==> src/rtl/instr_issue_if.sv <==
// Instruction issue channel between the issue unit (master) and the processor (slave).
interface instr_issue_if;
  logic        iss_valid;
  logic        iss_ready;
  logic [15:0] iss_data;
  logic        iss_is_imm;
  logic        done;

  modport master (
    output iss_valid,
    output iss_data,
    output iss_is_imm,
    input  iss_ready,
    input  done
  );

  modport slave (
    input  iss_valid,
    input  iss_data,
    input  iss_is_imm,
    output iss_ready,
    output done
  );
endinterface

==> src/rtl/instr_issue_unit.sv <==
// Instruction issue unit: small program memory walked after start, each word
// issued over a valid/ready channel. Two-word opcodes carry an immediate that
// is issued right behind the instruction word; the unit then waits for done.
module instr_issue_unit #(
  parameter int unsigned DEPTH = 16,
  parameter int unsigned AW    = 4
) (
  input  logic          clk,
  input  logic          rst,
  input  logic          ld_we_i,
  input  logic [AW-1:0] ld_addr_i,
  input  logic [15:0]   ld_data_i,
  input  logic [AW:0]   prog_len_i,
  input  logic          start_i,
  instr_issue_if.master iss,
  output logic          busy_o,
  output logic          halted_o,
  output logic          err_o,
  output logic [AW:0]   pc_o,
  output logic [15:0]   icount_o
);

  typedef enum logic [2:0] {
    StIdle,
    StFetchI,
    StIssueI,
    StFetchM,
    StIssueM,
    StWaitDone
  } state_e;

  localparam logic [2:0]  OpAddi = 3'b010;
  localparam logic [2:0]  OpMovi = 3'b111;
  localparam logic [AW:0] PcOne  = (AW+1)'(1);

  state_e        state_q;
  logic          valid_q;
  logic          imm_q;
  logic [15:0]   data_q;
  logic          halted_q;
  logic          err_q;
  logic [AW:0]   pc_q;
  logic [AW:0]   len_q;
  logic [15:0]   icount_q;
  logic [15:0]   mem_q [DEPTH];
  logic [15:0]   rd_word;
  logic          two_word;

  // Program memory write port; only accepted while idle, contents survive reset.
  always_ff @(posedge clk) begin
    if (ld_we_i && (state_q == StIdle)) begin
      mem_q[ld_addr_i] <= ld_data_i;
    end
  end

  // Word at the fetch pointer; it is captured by data_q at the fetch edge,
  // which makes data_q the synchronous read register of the memory.
  always_comb begin
    rd_word  = mem_q[pc_q[AW-1:0]];
    two_word = (data_q[8:6] == OpAddi) || (data_q[8:6] == OpMovi);
  end

  // Control FSM with all outputs registered.
  always_ff @(posedge clk) begin
    if (rst) begin
      state_q  <= StIdle;
      valid_q  <= 1'b0;
      imm_q    <= 1'b0;
      data_q   <= 16'h0000;
      halted_q <= 1'b0;
      err_q    <= 1'b0;
      pc_q     <= '0;
      len_q    <= '0;
      icount_q <= 16'h0000;
    end else begin
      unique case (state_q)
        StIdle: begin
          if (start_i) begin
            err_q <= 1'b0;
            if (prog_len_i == '0) begin
              // Empty program completes immediately.
              halted_q <= 1'b1;
            end else begin
              halted_q <= 1'b0;
              pc_q     <= '0;
              icount_q <= 16'h0000;
              len_q    <= prog_len_i;
              state_q  <= StFetchI;
            end
          end
        end
        StFetchI: begin
          data_q  <= {7'b0, rd_word[8:0]};
          imm_q   <= 1'b0;
          valid_q <= 1'b1;
          pc_q    <= pc_q + PcOne;
          state_q <= StIssueI;
        end
        StIssueI: begin
          if (iss.iss_ready) begin
            valid_q <= 1'b0;
            state_q <= two_word ? StFetchM : StWaitDone;
          end
        end
        StFetchM: begin
          if (pc_q == len_q) begin
            // Immediate would lie past the end of the program.
            err_q   <= 1'b1;
            state_q <= StIdle;
          end else begin
            data_q  <= rd_word;
            imm_q   <= 1'b1;
            valid_q <= 1'b1;
            pc_q    <= pc_q + PcOne;
            state_q <= StIssueM;
          end
        end
        StIssueM: begin
          if (iss.iss_ready) begin
            valid_q <= 1'b0;
            state_q <= StWaitDone;
          end
        end
        StWaitDone: begin
          if (iss.done) begin
            icount_q <= icount_q + 16'd1;
            if (pc_q == len_q) begin
              halted_q <= 1'b1;
              state_q  <= StIdle;
            end else begin
              state_q  <= StFetchI;
            end
          end
        end
        default: state_q <= StIdle;
      endcase
    end
  end

  assign iss.iss_valid  = valid_q;
  assign iss.iss_data   = data_q;
  assign iss.iss_is_imm = imm_q;
  assign busy_o         = (state_q != StIdle);
  assign halted_o       = halted_q;
  assign err_o          = err_q;
  assign pc_o           = pc_q;
  assign icount_o       = icount_q;

endmodule
==> src/flat_wrapper.sv <==
// flat-port wrapper written by rule: the top's interface ports become plain ports
module instr_issue_unit_flat 
#(
  parameter int unsigned DEPTH = 16,
  parameter int unsigned AW    = 4
)
  (clk, rst, ld_we_i, ld_addr_i, ld_data_i, prog_len_i, start_i, busy_o, halted_o, err_o, pc_o, icount_o, iss_iss_valid, iss_iss_data, iss_iss_is_imm, iss_iss_ready, iss_done);
  instr_issue_if iss_i ();
  input  logic clk;
  input  logic rst;
  input  logic ld_we_i;
  input  logic [AW-1:0] ld_addr_i;
  input  logic [15:0] ld_data_i;
  input  logic [AW:0] prog_len_i;
  input  logic start_i;
  output logic busy_o;
  output logic halted_o;
  output logic err_o;
  output logic [AW:0] pc_o;
  output logic [15:0] icount_o;
  output wire logic [$bits(iss_i.iss_valid)-1:0] iss_iss_valid;
  output wire logic [$bits(iss_i.iss_data)-1:0] iss_iss_data;
  output wire logic [$bits(iss_i.iss_is_imm)-1:0] iss_iss_is_imm;
  input wire logic [$bits(iss_i.iss_ready)-1:0] iss_iss_ready;
  input wire logic [$bits(iss_i.done)-1:0] iss_done;
  assign iss_iss_valid = iss_i.iss_valid;
  assign iss_iss_data = iss_i.iss_data;
  assign iss_iss_is_imm = iss_i.iss_is_imm;
  assign iss_i.iss_ready = iss_iss_ready;
  assign iss_i.done = iss_done;
  instr_issue_unit #(.DEPTH(DEPTH), .AW(AW)) u_core (.clk(clk), .rst(rst), .ld_we_i(ld_we_i), .ld_addr_i(ld_addr_i), .ld_data_i(ld_data_i), .prog_len_i(prog_len_i), .start_i(start_i), .iss(iss_i), .busy_o(busy_o), .halted_o(halted_o), .err_o(err_o), .pc_o(pc_o), .icount_o(icount_o));
endmodule
==> config.mk <==
export PLATFORM = sky130hd
export DESIGN_NAME = instr_issue_unit_flat
export DESIGN_NICKNAME = d
export VERILOG_FILES = /design/src/rtl/instr_issue_if.sv /design/src/rtl/instr_issue_unit.sv /design/src/flat_wrapper.sv
export SDC_FILE = /design/constraint.sdc
export NUM_CORES = 1
export LEC_CHECK = 0
export BUFFER_PORTS_ARGS = -buffer_cell sky130_fd_sc_hd__buf_2
export CAP_MARGIN = 20
export CORE_MARGIN = 2
export CORE_UTILIZATION = 50
export CTS_BUF_LIST = sky130_fd_sc_hd__clkbuf_16
export CTS_CLUSTER_SIZE = 12
export DETAILED_ROUTE_END_ITERATION = 8
export PLACE_DENSITY = 0.68
export SLEW_MARGIN = 5
export SYNTH_ARGS = -nofsm -noshare
export SYNTH_HDL_FRONTEND = slang
export SYNTH_SLANG_ARGS = --single-unit
export TNS_END_PERCENT = 1
==> constraint.sdc <==
create_clock -name clk -period 3.6 [get_ports clk]
set_input_delay 0.72 -clock clk [delete_from_list [all_inputs] [get_ports clk]]
set_output_delay 0.72 -clock clk [all_outputs]
set_load 0.02 [all_outputs]
==> summary.md, run 1 <==
| Metric | Value |
|---|---|
| Post-synthesis sequential area ratio | 73.05% |
| P&R area growth vs syn | 14.71% |
| CP max stage delay | approximately 790 ps |
| FP Rows | 56 |
| Gr usage total | approximately a fifth |
| CP top delay family | simple AND/OR/NAND/NOR gates |
| Worst-path clk slew | 60 ps |
| R2R Path Start | u_core.state_q[0] |
| WL final | 24810 µm |
| Max Buffers Root-to-Sink | 3 |
| Worst path buffer plus inverter count | 2 |
| WP data required | about 3800 ps |
| Final net count | 797 |
| Gr ovfl total | 0 |
| Core ar. | approximately 23000 µm² |
| LEAKAGE | 4.540 nW |
| Post-CTS Setup Repair Bufs | 0 |
| Hold path start | prog_len_i[0] |
| Total clock buffers created by CTS | 31 |
| Post-synthesis cell type count | 51 |
| Hold Path Class | in2reg |
| Syn_area_per_cell | roughly 18 µm² |
| Mapped Area | 11980 µm² |
| CP startpoint kind | flip-flop |
| Synthesized netlist cell count | between 600 and 700 |
| Initial Utilization | between 50% and 60% |
| Layout Skew | 20.82 ps |
| IO Pins | 73 |
| CTS-repair resized insts | 0 |
| Worst Hold Endpoint | u_core.len_q[0] |
| Syn nets | between 600 and 700 |
| Crit Path Class | reg2reg |
| Final hold vios | 0 |
| EDFF count, synth | around 260 |
| HPWL Detailed | between 15000 and 20000 µm |
| Crit path cell chain | nor3_4 -> inv_1 -> or4b_2 -> nor2_2 -> buf_4 |
| Post-synth top area cell | edfxtp_1 |
| Worst setup EP type | flip-flop |
| Number of global-route vias before repair | about 6600 |
| Gpl congestion | 0.8446 |
| Final Cycle Share | 72.70% |
| CTS sink count | 309 |
| Pwr dens | about 560 nW/µm² |
| Relative slew slack | ~47% |
| Setup TNS | 0 ps |
| Largest net degree at the start of global routing | 41 |
| Max-cap check violation count | 0 |
| Vias per inst | 5.923 |
| Pre-antenna DRT Iters | 5 |
| Port Buf Inserts | just over 70 |
| Top FF cell, synth | edfxtp_1 |
| Chip Width | between 150 and 200 µm |
| Vias | approximately 6600 |
| R2R cell count | 5 |
| Avg WL per Cell | about 22 µm |
| Hold depth | 3 |
| Fin. max-slew vios | 0 |
| Number of synthesis warnings | 0 |
| Root Buffer | clkbuf_16 |
| CTS tree | built |
| Antenna cells | 0 |
| R2R setup slack | about 980 ps |
| Post-synth ARST share | 0% |
| CP arrival | roughly 2800 ps |
| Worst-Margin Slew | 793.3 ps |
| CTS H-tree depth | 1 |
| Post-synth top area share | between 60 and 70% |
| Largest cells by area after synthesis | edfxtp_1 (64%), mux4_2 (12%), dfxtp_1 (8.9%) |
| Initial antenna violation count | 0 |
| RSZ-0062 raised after global routing | no |
| Clock Latency Late Sink | approximately 550 ps |
| Min Tclk post-route | about 2600 ps |
| Antenna viol nets, final | 0 |
| Status | completed |
| Vert. Die Dim | roughly 160 µm |
| Fin cells | between 1000 and 1500 |
| Fillers | about 1700 |
| Slowest-stage cell, CP | or4b_2 |
| Number of hold buffers added after CTS | 0 |
| Worst-case vdd ir drop | around 400 µV |
| DIE AREA | between 20000 and 30000 µm² |
| DRC viols | 0 |
| First-pass GRT wire length | slightly below 40000 µm |
| Share of cells above drive strength 1 | between 20% and 30% |
| Post-Place Cells | between 1000 and 1500 |
| Final setup viols | 0 |
| Initial DRC Count | between 600 and 700 |
| Fmax | about 0.38 GHz |
| Synth Register Bits | around 310 |
| Worst R2R End | u_core.mem_q[4][10] |
| CP max FO | 16 |
[kinds of logic (layout without fill, tap and decap cells)]
group,after synthesis,count (layout),synth area share (%)
AND/OR/NAND/NOR,138,138,5.694
multiplexers,65,65,12.13
AO/OA/AOI/OAI,107,107,6.613
flip-flops,309,309,73.05
adder cells (fa/ha/maj),2,2,0.2089
buffers and inverters,31,152,1.285
XOR/XNOR,14,14,1.024
[cell usage after synthesis, types with 3 or more instances]
master / instances
a211oi_1: 4
xor2_1: 6
nor2_1: 34
dfxtp_1: 53
nand3_1: 9
clkbuf_1: 10
a22oi_1: 33
o2111ai_1: 4
nand2b_1: 8
nand4_1: 4
a21oi_1: 19
buf_6: 3
a32oi_1: 3
xnor2_1: 8
buf_2: 12
nand2_1: 42
a22o_1: 17
edfxtp_1: 256
nor2b_1: 9
o211ai_1: 3
or3_1: 6
nor3_1: 8
mux4_2: 64
buf_1: 5
and2_1: 3
o21ai_0: 11
[area by class of cell]
cell class / instances / area [µm²] / share of cell area [%]
clock buffer: 31 / 775.7 / 5.647
tap: 319 / 399.1 / 2.905
multi-input combinational: 326 / 3134 / 22.81
inverter: 1 / 3.754 / 0.02732
clock inverter: 25 / 127.6 / 0.9290
sequential: 309 / 8752 / 63.71
timing repair buffer: 95 / 545.5 / 3.971
[routing by layer]
layer  routed length [µm]  vias to the layer above  part of all wire (%)  GRT usage [%]
li1                     -                     2910                     -              -
met1                10400                     3357                    42          26.63
met2                12240                      231                    49          32.93
met3                 1390                       53                   5.6          2.978
met4                  779                        0                   3.1          6.505
met5                    0                        -                     0              0
[flip-flops by register name, indices dropped and copies added (netlist names), 3 cells and up, named ones only]
register,flops
u_core.mem_q,256
u_core.icount_o,16
u_core.iss.iss_data,16
u_core.len_q,5
u_core.pc_o,5
u_core.state_q,3
[how the worst max path moves through the flow]
stage,to,slack [ps],from,cells after the start
floorplan,u_core.mem_q[0][0],460,u_core.state_q[1],5
global placement,u_core.icount_o[15],1030,prog_len_i[0],6
detailed placement,u_core.icount_o[13],880,prog_len_i[0],6
CTS,u_core.mem_q[8][10],980,u_core.state_q[0],5
global route,u_core.mem_q[4][10],850,u_core.state_q[0],5
finish,u_core.mem_q[4][10],980,u_core.state_q[0],5
[placed cells by master, fill, tap and decap left out, types with 2 or more instances in the layout]
master	instances
inv_1	18
a22oi_1	33
nand3b_1	2
a211oi_1	4
a22o_1	17
and3_1	2
clkinv_1	4
o2111ai_1	4
and2_1	3
nor2b_1	9
nand2_1	42
o31ai_1	2
a21oi_1	18
xor2_1	6
nor2_2	12
or4_1	2
clkbuf_16	31
nand4_1	4
nor3_1	4
a32oi_1	3
buf_4	22
buf_2	72
or3_1	6
nor3_2	4
edfxtp_1	256
nand4b_1	2
nor2_1	22
o21ai_0	11
mux4_2	64
a21o_1	2
nand2b_1	8
dfxtp_1	52
ha_1	2
o211ai_1	3
clkinv_2	2
nand3_1	9
xnor2_1	8
[stage by stage]
stage	util (%)	power (W)	setup slack (ps)	hold WS, ps	cell area, µm²
6_report	58.53	0.007737	982.7	414.8	13740
4_1_cts	58.53	0.007812	982.3	393.1	13740
3_5_place_dp	54.68	0.004959	875.6	457.1	12830
3_3_place_gp	54.68	0.004928	1030	449.0	12830
5_1_grt	58.53	0.008021	849.8	412.8	13740
2_1_floorplan	-	0.004699	455.9	449.6	11980
[worst register-to-register path, cell delays in order (launching register included)]
cell and delay [ps]:
dfxtp_1 470, nor3_4 440, inv_1 130, or4b_2 790, nor2_2 160, buf_4 290
[power breakdown]
group	internal, W	switching, W	total, W
logic	0.000334	0.000457	0.000790
registers	0.00397	0.000113	0.00409
clock network	0.00161	0.00125	0.00286
total	0.00592	0.00182	0.00774
Power figures use the tool's default switching activity.
==> inputs of run 2 (changes only) <==
--- a/config.mk
+++ b/config.mk
@@ -12,7 +12,7 @@
 export CTS_BUF_LIST = sky130_fd_sc_hd__clkbuf_16
 export CTS_CLUSTER_SIZE = 12
 export DETAILED_ROUTE_END_ITERATION = 8
-export PLACE_DENSITY = 0.68
+export PLACE_DENSITY = 0.7
 export SLEW_MARGIN = 5
 export SYNTH_ARGS = -nofsm -noshare
 export SYNTH_HDL_FRONTEND = slang
==> constraint.sdc (replaced) <==
create_clock -name clk -period 2.2 [get_ports clk]
set_input_delay 0.44 -clock clk [delete_from_list [all_inputs] [get_ports clk]]
set_output_delay 0.44 -clock clk [all_outputs]
set_load 0.02 [all_outputs]
==> summary.md, run 2 (synthesized netlist as in run 1, its figures left out) <==
| Metric | Value |
|---|---|
| Initial antenna violation count | 0 |
| First-pass GRT wire length | around 42000 µm |
| WP data required | 2660 ps |
| Gpl congestion | approximately 0.86 |
| Worst-Margin Slew | about 1100 ps |
| Crit Path Class | reg2reg |
| Clock Latency Late Sink | around 540 ps |
| CTS-repair resized insts | 0 |
| Gr ovfl total | 0 |
| Pwr dens | ~900 nW/µm² |
| Leading cell type in the layout, fill and taps excluded | edfxtp_1 |
| Avg WL per Cell | 23.89 µm |
| FP Rows | 56 |
| Fmax | between 0.4 and 0.5 GHz |
| CTS H-tree depth | 1 |
| Status | completed |
| Final hold vios | 0 |
| Pre-antenna DRT Iters | 7 |
| P&R area growth vs syn | 17.28% |
| Gr usage total | between 20% and 30% |
| Core ar. | between 20000 and 25000 µm² |
| Overall power | approximately 0.013 W |
| Reg with most FFs | u_core.mem_q |
| Chip Width | between 150 and 200 µm |
| Antenna cells | 0 |
| DIE AREA | roughly 25000 µm² |
| Initial DRC Count | around 800 |
| CTS sink count | approximately 310 |
| Antenna viol nets, final | 0 |
| Fin. max-slew vios | 0 |
| Commonest non-fill, non-tap cells in the layout | edfxtp_1 (256), buf_2 (72), mux4_2 (64), dfxtp_1 (52), nand2_1 (42) |
| Worst-case vdd ir drop | a little over 600 µV |
| Vert. Die Dim | approximately 160 µm |
| CTS tree | built |
| Total clock buffers created by CTS | 31 |
| Max Buffers Root-to-Sink | 3 |
| DRC viols | 0 |
| Min Tclk post-route | 2027 ps |
| IO Pins | between 70 and 80 |
| Vias per inst | approximately 6 |
| Port Buf Inserts | between 70 and 80 |
| Final Cycle Share | roughly 90% |
| Worst-path clk slew | 60 ps |
| Max-cap check violation count | 0 |
| Number of global-route vias before repair | roughly 7000 |
| Relative slew slack | ~24% |
| Worst setup EP type | flip-flop |
| Post-layout util | between 50% and 60% |
| Hold Path Class | in2reg |
| Number of hold buffers added after CTS | 0 |
| CP max FO | 12 |
| Final setup viols | 0 |
| Layout Skew | 10.57 ps |
| Largest net degree at the start of global routing | 41 |
| Vias | 6835 |
| HPWL Detailed | about 16000 µm |
| RSZ-0062 raised after global routing | no |
| CP startpoint kind | flip-flop |
| Root Buffer | clkbuf_16 |
| WL final | roughly 27000 µm |
| Initial Utilization | ~50% |
| Share of cells above drive strength 1 | between 30% and 40% |
| Final net count | just over 800 |
| CP arrival | about 2500 ps |
| Max reg flops | approximately 260 |
| Post-CTS Setup Repair Bufs | 0 |
| LEAKAGE | between 4 and 5 nW |
## run 2: cell count changes in the layout (fill, tap and decap cells not counted), moves of 2 or more
cell      previous run  this run
nor2_4               0         3
buf_12               1        10
buf_4               22        39
nor2_2              12         9
clkinv_1             4         6
## run 2: path summary, 6_finish.rpt
| path | start | end | slack (ps) | cells after the start |
|---|---|---|---|---|
| setup / recovery | u_core.state_q[0] | u_core.icount_o[13] | 170 | 6 |
| hold / removal | prog_len_i[1] | u_core.len_q[1] | 150 | 3 |
| setup reg to reg | u_core.state_q[0] | u_core.icount_o[13] | 170 | 6 |
| hold reg to reg | u_core.iss.iss_data[5] | u_core.iss.iss_data[5] | 480 | 1 |
## run 2: final cells by class
class | count | area, µm²
Clock buffer | 31 | 775.7
Clock inverter | 26 | 101.3
Fill cell | 1702 | 9427
Inverter | 1 | 3.754
Multi-Input combinational cell | 326 | 3161
Sequential cell | 309 | 8752
Tap cell | 319 | 399.1
Timing Repair Buffer | 121 | 853.3
## run 2: power breakdown
| group | switching, W | internal, W |
|---|---|---|
| logic | 0.000872 | 0.000631 |
| clock network | 0.00205 | 0.00252 |
| registers | 0.000106 | 0.00650 |
| total | 0.00303 | 0.00965 |
## run 2: layer usage
metal / up-vias / part of all wire (%) / GRT usage, %
li1: 2965 / - / -
met1: 3477 / 41 / 30.74
met2: 351 / 48 / 35.55
met3: 42 / 9.4 / 4.049
met4: 0 / 1.8 / 5.338
met5: - / 0 / 0
## run 2: critical path, stage by stage (launching register included)
cell,delay [ps]
dfxtp_1,340
nor3_4,190
buf_4,180
o21a_2,260
o2111ai_4,240
or4_1,560
a21oi_1,170
## run 2: metrics by stage
step           instance area (µm²)  instances  hold WS (ps)  TNS, ps  setup WS (ps)
6_report                     14050       1133         145.9        0          173.3
5_1_grt                      14050       1133         145.7        0          81.78
4_1_cts                      14040       1133         128.6        0          94.08
3_5_place_dp                 13170       1076         462.9   -100.6         -47.87
3_3_place_gp                 13170       1076         452.1        0          42.61
2_1_floorplan                12020        666         449.6   -10820         -247.6
